File: config.mk
export PLATFORM = sky130hd
export DESIGN_NAME = etroc1_trigger_event_packer
export DESIGN_NICKNAME = d
export VERILOG_FILES = /design/src/rtl/etroc1_trigger_event_packer.sv
export SDC_FILE = /design/constraint.sdc
export NUM_CORES = 1
export LEC_CHECK = 0
export CORE_ASPECT_RATIO = 1.25
export CORE_MARGIN = 2
export CORE_UTILIZATION = 60
export CTS_CLUSTER_SIZE = 30
export DETAILED_ROUTE_END_ITERATION = 12
export GPL_ROUTABILITY_DRIVEN = 0
export PLACE_DENSITY = 0.78
export SLEW_MARGIN = 20
export SYNTH_ARGS = -nofsm -noshare
export SYNTH_HDL_FRONTEND = slang
export SYNTH_SLANG_ARGS = --single-unit
File: constraint.sdc
create_clock -name clk -period 14 [get_ports clk]
set_clock_uncertainty 0.2 [all_clocks]
set_input_delay 2.8 -clock clk [delete_from_list [all_inputs] [get_ports clk]]
set_output_delay 2.8 -clock clk [all_outputs]
set_load 0.01 [all_outputs]
File: src/rtl/etroc1_trigger_event_packer.sv
`default_nettype none
// ============================================================================
// Module  : etroc1_trigger_event_packer
// Brief   : Frames trigger windows of cache data as header/data/trailer events
//           in a FWFT FIFO drained over valid/ready. Optional build macro:
//           PACKER_ZERO_SUPPRESS_EN (never store zero-valued data words).
// Revision: 1.0 - initial release
// ============================================================================
module etroc1_trigger_event_packer #(
  parameter int FIFO_DEPTH = 32,
  parameter int FIFO_AW    = 5
) (
  input  logic        clk,
  input  logic        reset_n,
  input  logic        trig,
  input  logic [4:0]  window_len,
  input  logic [31:0] din,
  output logic [31:0] dout,
  output logic        dout_valid,
  input  logic        dout_ready,
  output logic [15:0] event_count,
  output logic [15:0] missed_count,
  output logic        busy
);

  typedef enum logic [1:0] {
    IDLE    = 2'd0,
    COLLECT = 2'd1,
    TRAILER = 2'd2
  } state_t;

  localparam logic [FIFO_AW:0]   c_depth   = (FIFO_AW+1)'(FIFO_DEPTH);
  localparam logic [FIFO_AW:0]   c_two     = (FIFO_AW+1)'(2);
  localparam logic [FIFO_AW-1:0] c_ptr_one = (FIFO_AW)'(1);

  state_t             state_q, state_d;
  logic               trig_q;
  logic [4:0]         cnt_q, cnt_d;
  logic [4:0]         dropped_q, dropped_d;
  logic [4:0]         nwords_q, nwords_d;
  logic               ovf_q, ovf_d;
  logic [15:0]        evt_q, evt_d;
  logic [15:0]        miss_q, miss_d;
  logic [FIFO_AW-1:0] wr_ptr_q, rd_ptr_q;
  logic [FIFO_AW:0]   occ_q;
  logic [31:0]        mem_q [FIFO_DEPTH];

  logic               trig_edge, room, keep, push, pop, miss_inc;
  logic [31:0]        push_data;
  logic [4:0]         wlen_clamped;
  logic [FIFO_AW:0]   free_words;

  assign trig_edge    = trig & ~trig_q;
  // Space is judged on registered occupancy only, so a same-cycle pop never helps.
  assign free_words   = c_depth - occ_q;
  assign room         = (free_words >= c_two);
  assign wlen_clamped = (window_len > 5'd16) ? 5'd16 : window_len;

`ifdef PACKER_ZERO_SUPPRESS_EN
  assign keep = (din != 32'd0);
`else
  assign keep = 1'b1;
`endif

  always_comb begin
    state_d   = state_q;
    cnt_d     = cnt_q;
    dropped_d = dropped_q;
    nwords_d  = nwords_q;
    ovf_d     = ovf_q;
    evt_d     = evt_q;
    miss_d    = miss_q;
    miss_inc  = 1'b0;
    push      = 1'b0;
    push_data = 32'd0;
    case (state_q)
      IDLE: begin
        if (trig_edge) begin
          if (room) begin
            push      = 1'b1;
            evt_d     = evt_q + 16'd1;
            push_data = {4'hA, 7'd0, wlen_clamped, evt_d};
            cnt_d     = wlen_clamped;
            state_d   = (wlen_clamped == 5'd0) ? TRAILER : COLLECT;
          end else begin
            miss_inc = 1'b1;
          end
        end
      end
      COLLECT: begin
        // Storing needs two free slots so the trailer always has a home.
        if (keep) begin
          if (room) begin
            push      = 1'b1;
            push_data = din;
            nwords_d  = nwords_q + 5'd1;
          end else begin
            ovf_d     = 1'b1;
            dropped_d = dropped_q + 5'd1;
          end
        end
        cnt_d = cnt_q - 5'd1;
        if (cnt_q == 5'd1) state_d = TRAILER;
      end
      TRAILER: begin
        push      = 1'b1;
        push_data = {4'hB, ovf_q, 14'd0, dropped_q, 3'd0, nwords_q};
        ovf_d     = 1'b0;
        dropped_d = 5'd0;
        nwords_d  = 5'd0;
        state_d   = IDLE;
      end
      default: state_d = IDLE;
    endcase
    if (trig_edge && (state_q != IDLE)) miss_inc = 1'b1;
    if (miss_inc && (miss_q != 16'hFFFF)) miss_d = miss_q + 16'd1;
  end

  always_ff @(posedge clk or negedge reset_n) begin
    if (!reset_n) begin
      state_q   <= IDLE;
      trig_q    <= 1'b0;
      cnt_q     <= 5'd0;
      dropped_q <= 5'd0;
      nwords_q  <= 5'd0;
      ovf_q     <= 1'b0;
      evt_q     <= 16'd0;
      miss_q    <= 16'd0;
    end else begin
      state_q   <= state_d;
      trig_q    <= trig;
      cnt_q     <= cnt_d;
      dropped_q <= dropped_d;
      nwords_q  <= nwords_d;
      ovf_q     <= ovf_d;
      evt_q     <= evt_d;
      miss_q    <= miss_d;
    end
  end

  assign dout_valid = (occ_q != '0);
  assign pop        = dout_valid & dout_ready;
  assign dout       = dout_valid ? mem_q[rd_ptr_q] : 32'd0;

  always_ff @(posedge clk or negedge reset_n) begin
    if (!reset_n) begin
      wr_ptr_q <= '0;
      rd_ptr_q <= '0;
      occ_q    <= '0;
    end else begin
      if (push) wr_ptr_q <= wr_ptr_q + c_ptr_one;
      if (pop)  rd_ptr_q <= rd_ptr_q + c_ptr_one;
      case ({push, pop})
        2'b10:   occ_q <= occ_q + 1'b1;
        2'b01:   occ_q <= occ_q - 1'b1;
        default: occ_q <= occ_q;
      endcase
    end
  end

  always_ff @(posedge clk) begin
    if (push) mem_q[wr_ptr_q] <= push_data;
  end

  assign event_count  = evt_q;
  assign missed_count = miss_q;
  assign busy         = (state_q != IDLE);

endmodule
`default_nettype wire

==> Word-level counts from Yosys, hierarchy flattened <==
Memory sizes are Yosys's and may differ from the RTL's.
Index checks and enable logic that the tools add are counted.
{ "classes": {"add_sub_neg": 10, "order_cmp": 2, "eq_ne": 11, "muxes": 30, "n_bitwise": 3, "n_reduce_logical": 14} }
{ "op_table": {"columns": ["op", "n"], "rows": [
  ["32-bit two-way mux", 4],
  ["32-bit one-hot mux with 3 select lines", 1],
  ["16-bit by 1-bit adder with 16-bit output, second input constant", 2],
  ["5-bit one-hot mux with 2 select lines", 3],
  ["5-bit two-way mux", 5],
  ["5-bit by 1-bit adder with 5-bit output, second input constant", 4],
  ["16-bit inequality test, second input constant", 1],
  ["6-bit one-hot mux with 2 select lines", 1],
  ["2-bit inequality test, second input constant", 5],
  ["1-bit two-way mux", 9],
  ["3-bit AND reduction", 3],
  ["2-bit two-way mux", 4],
  ["2-bit nonzero test", 4],
  ["6-bit by 1-bit adder with 6-bit output, second input constant", 1],
  ["6-bit by 2-bit greater-or-equal comparator with 1-bit output, second input constant", 1],
  ["6-bit nonzero test", 1],
  ["6-bit by 1-bit subtractor with 6-bit output, second input constant", 1],
  ["6-bit subtractor, first input constant", 1],
  ["5-bit by 1-bit == test with 1-bit output, second input constant", 1],
  ["5-bit > comparator, second input constant", 1],
  ["5-bit logical NOT", 1],
  ["5-bit by 1-bit subtractor with 5-bit output, second input constant", 1],
  ["2-bit by 1-bit == test with 1-bit output, second input constant", 2],
  ["2-bit == test, second input constant", 2],
  ["8 further kinds", 11]
]} }
{ "word_totals": {"regBits": 67, "ramBits": 1024, "in_bits": 41, "wordCells": 82, "memories": 1} }
{ "memory_table": {"columns": ["memory", "depth", "word_bits", "read_ports", "rd_clocked_by_memory_dff", "write_ports", "line", "rtl"], "rows": [
  ["mem_q", 32, 32, 1, 0, 1, "46", "logic [31:0] mem_q [FIFO_DEPTH];"]
]} }

==> Logic depth before layout (Yosys ltp) <==
Gate-level depths: netlist (run 1).
{ "depth": {"word_depth": 7, "mapped_depth": 18, "ltp_nobuf": 14} }

==> Least setup slack after synthesis (run 1) <==
Ideal clock, no wire load.
{ "synth_path": {"path_kind": "input to register", "startpoint": "in trig", "endpoint": "mem mem_q[15][0], enable pin", "setup_time_ns": 0.461, "t_arrival_ns": 5.929, "t_required_ns": 13.339, "setup_slack_ns": 7.410, "path_stages": 6, "path_buffers": 1, "cell_sequence": "nor2b_1 clkbuf_1 nor2_1 a211oi_1 o21ai_2 nor3_1"} }
{ "synth_via": {"elab_chain_len": 5} }
{ "synth_lines": {"columns": ["item", "line", "rtl"], "rows": [
  ["start: declaration", "15", "input logic trig,"],
  ["1-bit AND", "53", "assign trig_edge = trig & ~trig_q;"],
  ["1-bit two-way mux", "78", "if (trig_edge) begin"],
  ["1-bit one-hot mux with 3 select lines", "76", "case (state_q)"],
  ["1-bit two-way mux", "162", "if (push) mem_q[wr_ptr_q] <= push_data;"],
  ["1-bit two-way mux (not written as such)", "162", null],
  ["end: declaration", "46", null]
]} }
Every way passes these cells.

==> Worst setup path in the final report (run 1) <==
{ "layout_path": {"startpoint": "reg rd_ptr_q[0]", "endpoint": "out dout[17]"} }
{ "layout_via": {"elab_chain_len": 2} }
{ "layout_lines": {"columns": ["item", "line", "rtl"], "rows": [
  ["start: declaration", "44", "logic [FIFO_AW-1:0] wr_ptr_q, rd_ptr_q;"],
  ["start signal: assignment", "152", "if (pop) rd_ptr_q <= rd_ptr_q + c_ptr_one;"],
  ["memory 32 x 32 bit", null, null],
  ["32-bit two-way mux", "143", "assign dout = dout_valid ? mem_q[rd_ptr_q] : 32'd0;"],
  ["end: declaration", "18", "output logic [31:0] dout,"]
]} }
Every way passes these cells.

==> run summary, run 1 <==
The number of warnings issued by yosys is 0. The mapped cell area came out at 43500 sq um. The final critical delay including setup and external delays came out at 8140 ps. The count of filler cells inserted in the layout came out at 4295. The clock insertion delay at the later pin of the skew report came out at 660 ps.

The total number of nets in the final design came out at 2380. Setup repair after global routing left no endpoint under its margin. The total overflow left after global routing is 0.

The antenna violation net count after detailed routing came out at 0. The final sum of negative setup slack came out at 0 ps. The highest net fanout along the worst path came out at 77. In this run the static leakage power is 0.0161 uW. The synthesized area per cell came out at 19.8 sq um.

The dominant register cell in the synthesized netlist is sky130_fd_sc_hd__edfxtp_1. The clock network burns 24.4% of the power. The internal portion of the total power is 7430 uW. The standard cell core area is 71800 sq um. The overall power of the completed layout came out at 11000 uW. The worst hold path belongs to the class reg2reg. Measured along the x axis, the die boundary spans 245 um. The first global-routing pass estimated 154000 um of wire.

The total of buffers placed on input and output ports is 106. The residual DRC count came out at 0. The count of flip-flops with a built-in enable after synthesis is 1024.

The number of maximum-capacitance violations is 0. The sequential cell area came out at 32400 sq um. The share of total power dissipated in combinational logic is 33.3%. The hold slack came out at 296 ps. The starting utilization of the core area came out at 60.5%. The cell depth of the worst hold path came out at 2. The worst hold path terminates at ovf_q$_DFFE_PN0P_.

The top-level port count came out at 107. The total power divided by cell area is 223 nW/um^2. Ranked by total cell area, the synthesized netlist is headed by sky130_fd_sc_hd__edfxtp_1, sky130_fd_sc_hd__mux4_2, sky130_fd_sc_hd__dfrtp_1. The share of total power dissipated in sequential elements is 42.3%. The critical path start-end classification is reg2out. The tree built by TritonCTS fans out to 1091 sinks.

The via total after detailed routing is 22800. The post-synthesis net count came out at 2248. The final cell area excluding filler cells came out at 49100 sq um.

The number of cells produced by synthesis came out at 2191. The number of buffers added by the clock tree synthesis step came out at 95. In the final routed layout, each cell accounts on average for 31.2 um. Counting instances in the post-synthesis netlist gives the leading cell types as sky130_fd_sc_hd__edfxtp_1, sky130_fd_sc_hd__mux4_2, sky130_fd_sc_hd__mux2_2, sky130_fd_sc_hd__nand2_1. The net switching power figure is 3530 uW. The clock tree root driver cell is sky130_fd_sc_hd__clkbuf_16. VDD sags by at most 0.178 mV.

The die covers 74600 sq um. The routed design has 105000 um of wire. The clock passes through at most 3 buffers. The share of final-layout standard cells stronger than drive strength 1 is 23.6%. The required time of the critical path came out at 11000 ps.

The worst setup path is launched from a flop. The maximum number of pins on one net before global-route repair came out at 166. The flow ran to the end, and the final reports show no timing, DRC or antenna violations. The half-perimeter wire length after placement came out at 53900 um. The die is 305 um tall. The worst-case headroom to the max-slew limit came out at 15.2%. The setup check on the worst reg-to-reg path leaves a slack of 9490 ps.

The final number of hold-violating endpoints came out at 0. The number of pins exceeding their max-slew limit in the final report came out at 0. The data arrival time at the worst-slack endpoint is 5140 ps. The number of synthesized register bits is 1091. The worst setup path is captured at an output port. The startpoint of the worst register-to-register path is occ_q[1]$_DFFE_PN0P_. The first detailed-routing pass ran for 6 iterations.

For this run, the register share of the synthesized area comes to 74.6%. The iteration-0 DRC count of the detailed router is 2983. In this run the cell area measured after placement is 45800 sq um.

For the pin with the worst max-slew slack, the measured transition is 1270 ps. Yosys instantiated no cell more often than sky130_fd_sc_hd__edfxtp_1. Dividing the detail-routed via count by the number of cells gives 6.80.

The timing-limited maximum frequency came out at 123 MHz. The number of distinct library cells after synthesis came out at 60. The share of synthesized registers carrying an async set or reset is 6.14%.

The area used by multi-input combinational logic came out at 10700 sq um. Setup violations remaining at the end of the flow were counted as 0. The number of levels in the clock H-tree is 3.

The number of cells upsized or downsized after cts is 0. Clock-pin slew was measured on the worst setup and hold paths at 70 ps. In this run the most critical hold path is launched from ovf_q$_DFFE_PN0P_. The cell type with the largest total area after synthesis is sky130_fd_sc_hd__edfxtp_1. The area fraction of the dominant cell type after synthesis came out at 70.8%. The total track usage is 28.5%. The via count of the first global-routing pass is 23500.

Of the total power, the share spent switching nets is 32.2%. The post-CTS setup buffer count is 0. The floorplan has 110 rows. After clock tree synthesis, the flow added hold-fix buffers numbering 0. The final non-filler cell total came out at 3357. After detailed placement, the design holds a cell count of 3176. TritonCTS built the clock tree. From synthesis to final layout, the design area changed by 13.0%. The part of the cycle the worst path needs came out at 58.1%.

The endpoint identified for the worst register-to-register timing path is occ_q[5]$_DFFE_PN0P_. The number of antenna violations at the first check in global routing is 3. Counting cells, the worst reg-to-reg path comes to 11.
cells by family after synthesis:
| kind of cell | synth area share [%] |
|---|---|
| compound gates | 2.99 |
| xor+xnor | 1.29 |
| fa+ha+maj | 0.461 |
| buf+inv | 1.44 |
| flops | 74.6 |
| mux | 15.1 |
| simple gates | 4.12 |
worst max path at each step:
stage,cells after the start,end,startpoint,slack (ps)
floorplan,6,mem_q[15][0]$_DFFE_PP_,trig,7410
global placement,8,dout[22],rd_ptr_q[0]$_DFFE_PN0P_,6430
detailed placement,8,dout[12],rd_ptr_q[0]$_DFFE_PN0P_,6420
CTS,8,dout[17],rd_ptr_q[0]$_DFFE_PN0P_,5730
global route,8,dout[12],rd_ptr_q[0]$_DFFE_PN0P_,5460
finish,8,dout[17],rd_ptr_q[0]$_DFFE_PN0P_,5860
layout by cell type, fill, tap and decap left out, types with 35 or more instances in the layout:
cell type,instances
sky130_fd_sc_hd__mux2i_1,67
sky130_fd_sc_hd__nor3b_1,35
sky130_fd_sc_hd__nand2_1,73
sky130_fd_sc_hd__buf_4,46
sky130_fd_sc_hd__clkdlybuf4s50_1,105
sky130_fd_sc_hd__mux4_2,224
sky130_fd_sc_hd__edfxtp_1,1024
sky130_fd_sc_hd__dfrtp_1,64
sky130_fd_sc_hd__mux2_2,75
sky130_fd_sc_hd__o22ai_1,51
sky130_fd_sc_hd__clkbuf_16,97
sky130_fd_sc_hd__nor2_1,63
through the flow:
step,setup WS (ps),util (%)
after floorplan,7410,-
after global placement,6430,63.6
after detailed placement,6420,63.7
after CTS,5730,68.1
after global routing,5460,68.3
final,5860,68.3
layer usage:
metal	GRT usage [%]	share of wire [%]	vias to the layer above
met3	4.76	11	267
met2	46.5	50	1569
met4	11.7	3.8	4
met1	38.9	36	11700
met5	0	0.025	-
li1	-	-	9244
power by group through the flow:
stage	registers (uW)	logic (uW)	clock network, uW
2_1_floorplan	4560	2420	0
3_3_place_gp	4660	3470	0
3_5_place_dp	4690	3570	0
4_1_cts	4630	3610	2690
5_1_grt	4660	3860	2810
6_report	4630	3660	2670
area by class of cell:
type | count | share of cell area (%)
flip-flops and latches | 1091 | 66.1
inverters | 14 | 0.107
repair buffers | 158 | 3.15
multi-input cells | 963 | 21.8
diodes | 1 | 0.00510
clock inverters | 56 | 1.29
well taps | 952 | 2.43
clock buffers | 122 | 5.18
registers in the layout, summed over array words and instances (netlist names), 2 cells and up:
name          flops
mem_q          1024
event_count      16
missed_count     16
occ_q             6
cnt_q             5
dropped_q         5
nwords_q          5
rd_ptr_q          5
wr_ptr_q          5
state_q           2
worst max-delay path, cell delays in order, from the launching register on:
cell	delay [ps]
sky130_fd_sc_hd__dfrtp_4	710
sky130_fd_sc_hd__buf_12	490
sky130_fd_sc_hd__buf_16	400
sky130_fd_sc_hd__buf_4	790
sky130_fd_sc_hd__mux4_2	610
sky130_fd_sc_hd__mux2_2	280
sky130_fd_sc_hd__o221ai_1	290
sky130_fd_sc_hd__nor3b_1	120
sky130_fd_sc_hd__clkdlybuf4s50_1	500
Power figures use the tool's default switching activity.
==> inputs of run 2 (changes only) <==
clock period = 8.4 ns   (was 14 ns; I/O delays follow)
==> run 2 against run 1 <==
  * The run now ends with slew limit left
  * Sequential share of layout area is 0.13 points higher
  * Worst setup slack worse by 4100 ps
  * Clock-buffer cell count is 1 lower
  * Critical path depth is 1 lower
  * Sequential power is 68% higher
  * Via count is 0.46% lower
  * Non-clock buffer count is 1 higher
  * Cell area is 0.20% lower
  * Die area stayed put
  * Utilization is 0.13 points lower
  * Register-to-register slack worse by 5400 ps
  * Final cell count is 0.12% lower
  * Largest cell class unchanged
==> run summary, run 2 (same netlist as run 1, synthesis figures left out) <==
The largest vdd supply drop came out at 0.308 mV. In this run, post-CTS repair resized a total of 0 instances. The top-level port count came out at 107.

The worst setup path is captured at an output port. The post-layout utilization of the core is 68.2%. The data arrival time at the worst-slack endpoint came out at 4710 ps. The die is 305 um tall.

The x dimension of the die is 245 um. After clock tree synthesis, the clock-pin slew on the worst setup and hold paths is 70 ps. The post-detailed-route wirelength per cell came out at 31.1 um. The H-tree was split into 3 levels. The critical path start-end classification is reg2out.

The die covers 74600 sq um. Traced cell by cell, the critical path runs through buf_12 -> mux4_2 -> nand2_1 -> nand3b_1 -> o221ai_1 -> nor3b_1 -> clkdlybuf4s50_1. The run finished, with violations left. The number of iterations in the first detailed-routing pass came out at 6. The count of filler cells inserted in the layout is 4371. Setup violations remaining at the end of the flow were counted as 0. The delay of the slowest cell on the worst path is 870 ps.

The commonest non-fill, non-tap cell in the layout is sky130_fd_sc_hd__edfxtp_1. The first global-routing pass estimated 153000 um of wire. The total power divided by cell area came out at 371 nW/um^2. The starting utilization of the core area is 60.5%. Global routing consumed, over all layers together, 28.4% of the routing resources.

In the final design database the tool counted 2381 nets. The deepest clock path buffer count came out at 3. The detailed-route wire length came out at 104000 um. Broken down by cell family, the worst path's largest delay share belongs to buffers and inverters.

The timing-limited maximum frequency came out at 152 MHz. Summed over all layers, the global routing overflow is 0. The number of maximum-capacitance violations is 0.

The highest net fanout along the worst path is 152. The post-CTS setup buffer count came out at 0. The core region is 71800 sq um. The final sum of negative setup slack came out at 0 ps.

The number of buffer and inverter instances along the worst setup path came out at 2. The final cell area excluding filler cells came out at 49000 sq um. The residual DRC count is 0. The part of the cycle the worst path needs is 78.4%. TritonCTS built the clock tree. Setup repair after global routing left no endpoint under its margin. The actual slew at the worst max-slew pin is 1580 ps.

The overall power of the completed layout came out at 18200 uW. The ratio of routed vias to standard cells is 6.78. The worst-case headroom to the max-slew limit came out at -5.12%. For the finished layout, the period the worst path requires is 6590 ps. The via count of the first global-routing pass came out at 23400.

The cell at the slowest stage of the critical path is sky130_fd_sc_hd__dfrtp_4. The register with the most flip-flops in the layout has 1024 of them. The total of buffers placed on input and output ports is 106. mem_q holds more flip-flops than any other register.

The count of hold buffers inserted by post-cts repair came out at 0. The detailed router placed 22700 vias in this run. The number of buffers added by the clock tree synthesis step is 95. For this block, the initial DRC count from the detailed router was 2836. The required time of the critical path is 6520 ps.

Detailed placement finished with a half-perimeter wire length of 54800 um. The number of antenna violations at the first check in global routing is 2. Of the cells placed in the final design, the portion with a size suffix greater than 1 is 23.7%. The area growth from synthesis to layout is 12.7%.

The checks that failed: slew limit. The path category of the worst min-delay check is reg2reg. The final number of hold-violating endpoints was 0. The number of pins exceeding their max-slew limit in the final report came to 90.

The cell sitting at the root of the clock tree is a sky130_fd_sc_hd__clkbuf_16. The maximum number of pins on one net before global-route repair is 153. The number of sinks driven by the clock tree came out at 1091. In the layout the commonest cells are sky130_fd_sc_hd__edfxtp_1, sky130_fd_sc_hd__mux4_2, sky130_fd_sc_hd__clkdlybuf4s50_1. In this run the remaining antenna-violating nets after routing total 0. The standard-cell row count came out at 110. STA classifies the critical path startpoint as a flop. Summed over all cells, the static leakage comes to 0.0161 uW.

The clock insertion delay at the later pin of the skew report is 660 ps. The placed instance area is 45800 sq um.
-- run 2: cell types whose count changed in the layout (fill, tap and decap cells not counted), moves of 2 or more --
cell	change
sky130_fd_sc_hd__clkinvlp_4	+5
sky130_fd_sc_hd__buf_12	+2
sky130_fd_sc_hd__clkinv_2	-6
sky130_fd_sc_hd__bufinv_16	-3
sky130_fd_sc_hd__and2_1	-2
sky130_fd_sc_hd__clkbuf_1	-3
sky130_fd_sc_hd__o21ai_4	-2
sky130_fd_sc_hd__and2_2	+2
sky130_fd_sc_hd__o21ai_2	+2
-- run 2: final cells by class --
type                    count  area, sq um  area share [%]
flip-flops and latches   1091        32400            66.2
multi-input cells         963        10700            21.8
diodes                      2         5.00          0.0102
repair buffers            159         1560            3.18
inverters                  14         52.6           0.107
clock buffers             121         2570            5.24
well taps                 952         1190            2.43
clock inverters            51          512            1.04
-- run 2: tightest hold or removal path, stage by stage (launching register included) --
cell and delay (ps):
sky130_fd_sc_hd__dfrtp_1 350, sky130_fd_sc_hd__nand2_1 50, sky130_fd_sc_hd__nand2_1 50
-- run 2: final timing paths --
| check | start | cells after the start | to | slack [ps] |
|---|---|---|---|---|
| max | rd_ptr_q[1]$_DFFE_PN0P_ | 7 | dout[2] | 1810 |
| min | ovf_q$_DFFE_PN0P_ | 2 | ovf_q$_DFFE_PN0P_ | 280 |
| max reg2reg | occ_q[1]$_DFFE_PN0P_ | 13 | occ_q[5]$_DFFE_PN0P_ | 4080 |
| min reg2reg | ovf_q$_DFFE_PN0P_ | 2 | ovf_q$_DFFE_PN0P_ | 280 |
| max in group asynchronous | reset_n | 2 | rd_ptr_q[0]$_DFFE_PN0P_ | 6260 |
| min in group asynchronous | reset_n | 2 | missed_count[7]$_DFFE_PN0P_ | 1040 |
-- run 2: report_power, final --
part / internal (uW) / switching, uW / total [uW] / leakage [uW]
clock: 2440 / 1900 / 4340 / 0.00150
combinational: 2560 / 3490 / 6040 / 0.00440
sequential: 7320 / 466 / 7790 / 0.0102
-- run 2: layer usage --
layer  GRT usage (%)  routed length, um  part of all wire [%]  vias up
met5               0                 11                 0.011        -
met4            11.6               4240                   4.1        2
met3            5.16              10700                    10      242
met2            47.3              52400                    50     1392
met1            37.6              37100                    36    11800
li1                -                  -                     -     9241
-- run 2: through the flow --
stage / setup slack [ps] / hold slack [ps] / instances
after floorplan: 2930 / 247 / 2191
after global placement: 2600 / 263 / 3177
after detailed placement: 2630 / 269 / 3177
after CTS: 1940 / 285 / 3349
after global routing: 1830 / 320 / 3351
final: 1810 / 281 / 3353
==> edit 1 (flow settings as in run 2) <==
The 3 states of `state_t` get a one-hot encoding in 3 bits.
--- a/src/rtl/etroc1_trigger_event_packer.sv
+++ b/src/rtl/etroc1_trigger_event_packer.sv
@@ -23,10 +23,10 @@
   output logic        busy
 );
 
-  typedef enum logic [1:0] {
-    IDLE    = 2'd0,
-    COLLECT = 2'd1,
-    TRAILER = 2'd2
+  typedef enum logic [2:0] {
+    IDLE    = 3'b001,
+    COLLECT = 3'b010,
+    TRAILER = 3'b100
   } state_t;
 
   localparam logic [FIFO_AW:0]   c_depth   = (FIFO_AW+1)'(FIFO_DEPTH);
Formal check against the unedited RTL: same outputs for any inputs over 4 cycles, from zero or initial values and one cycle with reset_n low; so few cycles prove little.
==> edit 1 against run 2 <==
Via count shrank 0.18%; largest cell class unchanged; sequential power shrank 15%; wire length shrank 4.2%; register-to-register slack lost 0.48 ns; critical endpoint is now dout[31]; synthesized area shrank 0.29%; sequential cell count grew 1; final cell count grew 1.8%; maximum frequency is essentially flat; cell area grew 0.70%; total power shrank 13%; combinational power shrank 22%; setup slack gained 0.0039 ns.
==> edit 1: results (changes against run 2) <==
The flow ran to the end, and the final reports show no timing, DRC or antenna violations. The count of cells along the worst register-to-register path works out to 8 (was 13). The number of antenna violations at the first check in global routing came out at 0 (was 2). The tools report the startpoint of the worst setup timing path as rd_ptr_q[2] (was rd_ptr_q[1]). The number of buffers other than clock buffers in the final layout was 156 (was 159). Worst setup path endpoint: dout[31] (was dout[2]).

Cells taking the most area after synthesis: sky130_fd_sc_hd__edfxtp_1 (71%), sky130_fd_sc_hd__mux4_2 (11%), sky130_fd_sc_hd__dfrtp_1 (3.9%) (was sky130_fd_sc_hd__edfxtp_1 (71%), sky130_fd_sc_hd__mux4_2 (12%), sky130_fd_sc_hd__dfrtp_1 (3.9%)). The detailed-route wire length per cell was 29.3 um (was 31.1 um). The footprint of the multi-input gates is 10600 sq um (was 10700 sq um). The total placed cells including tap cells came out at 3221 (was 3177). The total iterations of the first detailed-routing run came out at 5 (was 6).

The via total after detailed routing was 22700 (about the same); the total inserted antenna cells was 0 (was 2). The transition time of the tightest slew-check pin was 1.14 ns (was 1.58 ns). The endpoint of the worst register-to-register path was mem_q[12][14] (was occ_q[5]). The register share of the cell area is 65.8% (was 66.2%), and the post-synthesis sequential element count is 1092 (was 1091). The post-synth design cell area came out at 43300 sq um (was 43500 sq um). The area added between synthesis and finish came out at 13.9% (was 12.7%). The final-stage net count was 2439 (was 2381). The mean instance size in the synthesized netlist was 19.1 sq um (was 19.8 sq um); the number of distinct library cells after synthesis was 63 (was 60).

The largest stage delay on the critical path was 0.96 ns (was 0.87 ns); the layout filler cell count was 4216 (was 4371). The cell area after placement was 45800 sq um (about the same); the area share of buffers outside the clock network was 3.77% (was 3.18%). The TritonCTS buffer count was 98 (was 95); the maximum number of pins on one net before global-route repair was 154 (was 153). Cell with the largest stage delay on the worst path: sky130_fd_sc_hd__buf_4 (was sky130_fd_sc_hd__dfrtp_4). The logs give 3414 (was 3353) for the number of standard cells in the final layout excluding fillers and 27.0% (was 28.4%) for the global-route usage over all layers. The top fanout value on the critical path came out at 76 (was 152). The via count of the first global-routing pass was 22900 (was 23400); the worst IR drop on VDD was 0.314 mV (was 0.308 mV).

The run gives 2320 (was 2248) as the net count of the mapped netlist. Synth cell count leaders: sky130_fd_sc_hd__edfxtp_1 (1024), sky130_fd_sc_hd__mux4_2 (203), sky130_fd_sc_hd__nand2_1 (136) (was sky130_fd_sc_hd__edfxtp_1 (1024), sky130_fd_sc_hd__mux4_2 (224), sky130_fd_sc_hd__mux2_2 (75), sky130_fd_sc_hd__nand2_1 (75)). The layout clock buffer count came out at 131 (was 121).
-- edit 1: power by group --
group          internal, mW  leakage, nW  switching [mW]
clock                  2.54         1.53            1.95
sequential             6.25         10.4           0.402
combinational          2.09         4.40            2.65
-- edit 1: routing by layer --
metal / vias up / routed length (um) / share of wire (%) / global-route usage [%]
met2: 1348 / 51300 / 51 / 45.1
met4: 0 / 2440 / 2.4 / 8.01
met3: 153 / 9110 / 9.1 / 4.02
li1: 9423 / - / - / -
met1: 11800 / 37100 / 37 / 37.6
met5: - / 0 / 0 / 0
-- edit 1: logic make-up (layout without fill, tap and decap cells) --
logic type / Yosys count / after routing / synth area share, %
and+or+nand+nor: 357 / 357 / 4.07
muxes: 324 / 324 / 13.4
xor gates and xnor gates: 65 / 65 / 1.31
adders and majority gates: 16 / 16 / 0.462
AOI/OAI and AO/OA: 262 / 262 / 4.33
DFF: 1092 / 1092 / 74.9
buffers and inverters: 147 / 346 / 1.53
==> edit 2 (settings of run 2) <==
Made on the original files. The parameter `FIFO_AW` goes from 5 to 6.
--- a/src/rtl/etroc1_trigger_event_packer.sv
+++ b/src/rtl/etroc1_trigger_event_packer.sv
@@ -8,7 +8,7 @@
 // ============================================================================
 module etroc1_trigger_event_packer #(
   parameter int FIFO_DEPTH = 32,
-  parameter int FIFO_AW    = 5
+  parameter int FIFO_AW    = 6
 ) (
   input  logic        clk,
   input  logic        reset_n,
Check against the original RTL: no difference found for any inputs over 4 cycles, from zero or initial values and one cycle with reset_n low; that may be too few to reach the edited logic, so the function may still have changed.
==> edit 2 against run 2 <==
Wire length rose by 1.6%; synthesized area rose by 0.18%; utilization rose by 0.48 points; sequential cell count rose by 1; total power fell by 1.3%; cell area rose by 0.90%; setup slack got worse by 0.12 ns; combinational power fell by 3.5%; die area rose by 0.18%; non-clock buffer count rose by 18; critical path type unchanged.
==> edit 2: results (changes against run 2) <==
The total inserted antenna cells is 1 (was 2), and the count of non-CTS inverters in the layout is 13 (was 14). The full die area is 74700 sq um (was 74600 sq um), and the final-stage net count is 2415 (was 2381). The count of cells along the worst register-to-register path is 14 (was 13). The tools report the share of the core filled with cells in the final layout as 68.7% (was 68.2%). Synth cell count leaders: sky130_fd_sc_hd__edfxtp_1 (1024), sky130_fd_sc_hd__mux4_2 (225), sky130_fd_sc_hd__mux2i_1 (83) (was sky130_fd_sc_hd__edfxtp_1 (1024), sky130_fd_sc_hd__mux4_2 (224), sky130_fd_sc_hd__mux2_2 (75), sky130_fd_sc_hd__nand2_1 (75)).

Endpoint of the worst register-to-register path: occ_q[6] (was occ_q[5]). The flop-to-flop setup slack came out at 3.86 ns (was 4.08 ns). Post-synthesis sequential element count: 1092 (was 1091).

The footprint of the multi-input gates was 10800 sq um (was 10700 sq um); the global-route usage over all layers was 29.1% (was 28.4%). The data arrival time at the worst-slack endpoint was 4.83 ns (was 4.71 ns); the share of flip-flops with an asynchronous set or reset was 6.23% (was 6.14%). The area share of buffers outside the clock network was 3.29% (was 3.18%); the layout clock buffer count was 126 (was 121). For the later-pin clock latency in the skew report, the log shows 0.68 ns (was 0.66 ns). The part of the total power dissipated in the clock network is 25.4% (was 23.9%), and the number of multi-input combinational cells is 972 (was 963).

The detailed placer's ending HPWL was 59.9 mm (was 54.8 mm). The net count of the mapped netlist was 2258 (was 2248); the global-route met3 utilization was 6.30% (was 5.16%). Cells taking the most area after synthesis: sky130_fd_sc_hd__edfxtp_1 (71%), sky130_fd_sc_hd__mux4_2 (12%), sky130_fd_sc_hd__dfrtp_1 (3.9%) (unchanged).

The cell-internal power was 12.0 mW (was 12.3 mW); the detailed-route wire length per cell was 31.2 um (was 31.1 um). The flow ran to the end, and the final reports show no timing, DRC or antenna violations. The tools report the number of distinct library cells after synthesis as 67 (was 60).
edit 2: changes by cell type after synthesis, moves of 10 or more:
cell and delta:
sky130_fd_sc_hd__nor3b_1 -33, sky130_fd_sc_hd__a2111oi_0 +16, sky130_fd_sc_hd__a22oi_1 +17, sky130_fd_sc_hd__and3_1 -21
sky130_fd_sc_hd__mux2_2 -22, sky130_fd_sc_hd__nor2b_1 +16, sky130_fd_sc_hd__mux2i_1 +16, sky130_fd_sc_hd__a221oi_1 -27
sky130_fd_sc_hd__o22ai_1 -10, sky130_fd_sc_hd__a211oi_1 +17, sky130_fd_sc_hd__a31oi_1 +22, sky130_fd_sc_hd__nand2b_1 +10
edit 2: kinds of logic (layout without fill, tap and decap cells):
kind of cell / count (synthesis) / in the layout / share of synthesized area (%)
DFF: 1092 / 1092 / 74.5
muxes: 362 / 362 / 14.9
and+or+nand+nor: 310 / 310 / 3.70
AOI/OAI and AO/OA: 222 / 222 / 3.60
buffers and inverters: 136 / 378 / 1.50
xor gates and xnor gates: 61 / 61 / 1.23
adders and majority gates: 17 / 17 / 0.489
other: 0 / 1 / 0
edit 2: how the worst max path moves through the flow:
stage | endpoint | slack, ns | depth (start not counted) | start
final | dout[12] | 1.69 | 6 | rd_ptr_q[2]
after CTS | dout[7] | 1.66 | 7 | rd_ptr_q[0]
after floorplan | mem_q[29][0] | 3.62 | 6 | trig
after global placement | dout[7] | 2.36 | 8 | rd_ptr_q[0]
after global routing | dout[7] | 1.54 | 7 | rd_ptr_q[0]
after detailed placement | dout[7] | 2.40 | 7 | rd_ptr_q[0]
edit 2: metal layers:
layer | routed length (um) | vias up
li1 | - | 9340
met1 | 38100 | 11900
met2 | 52800 | 1489
met3 | 11100 | 261
met4 | 4080 | 6
met5 | 41 | -
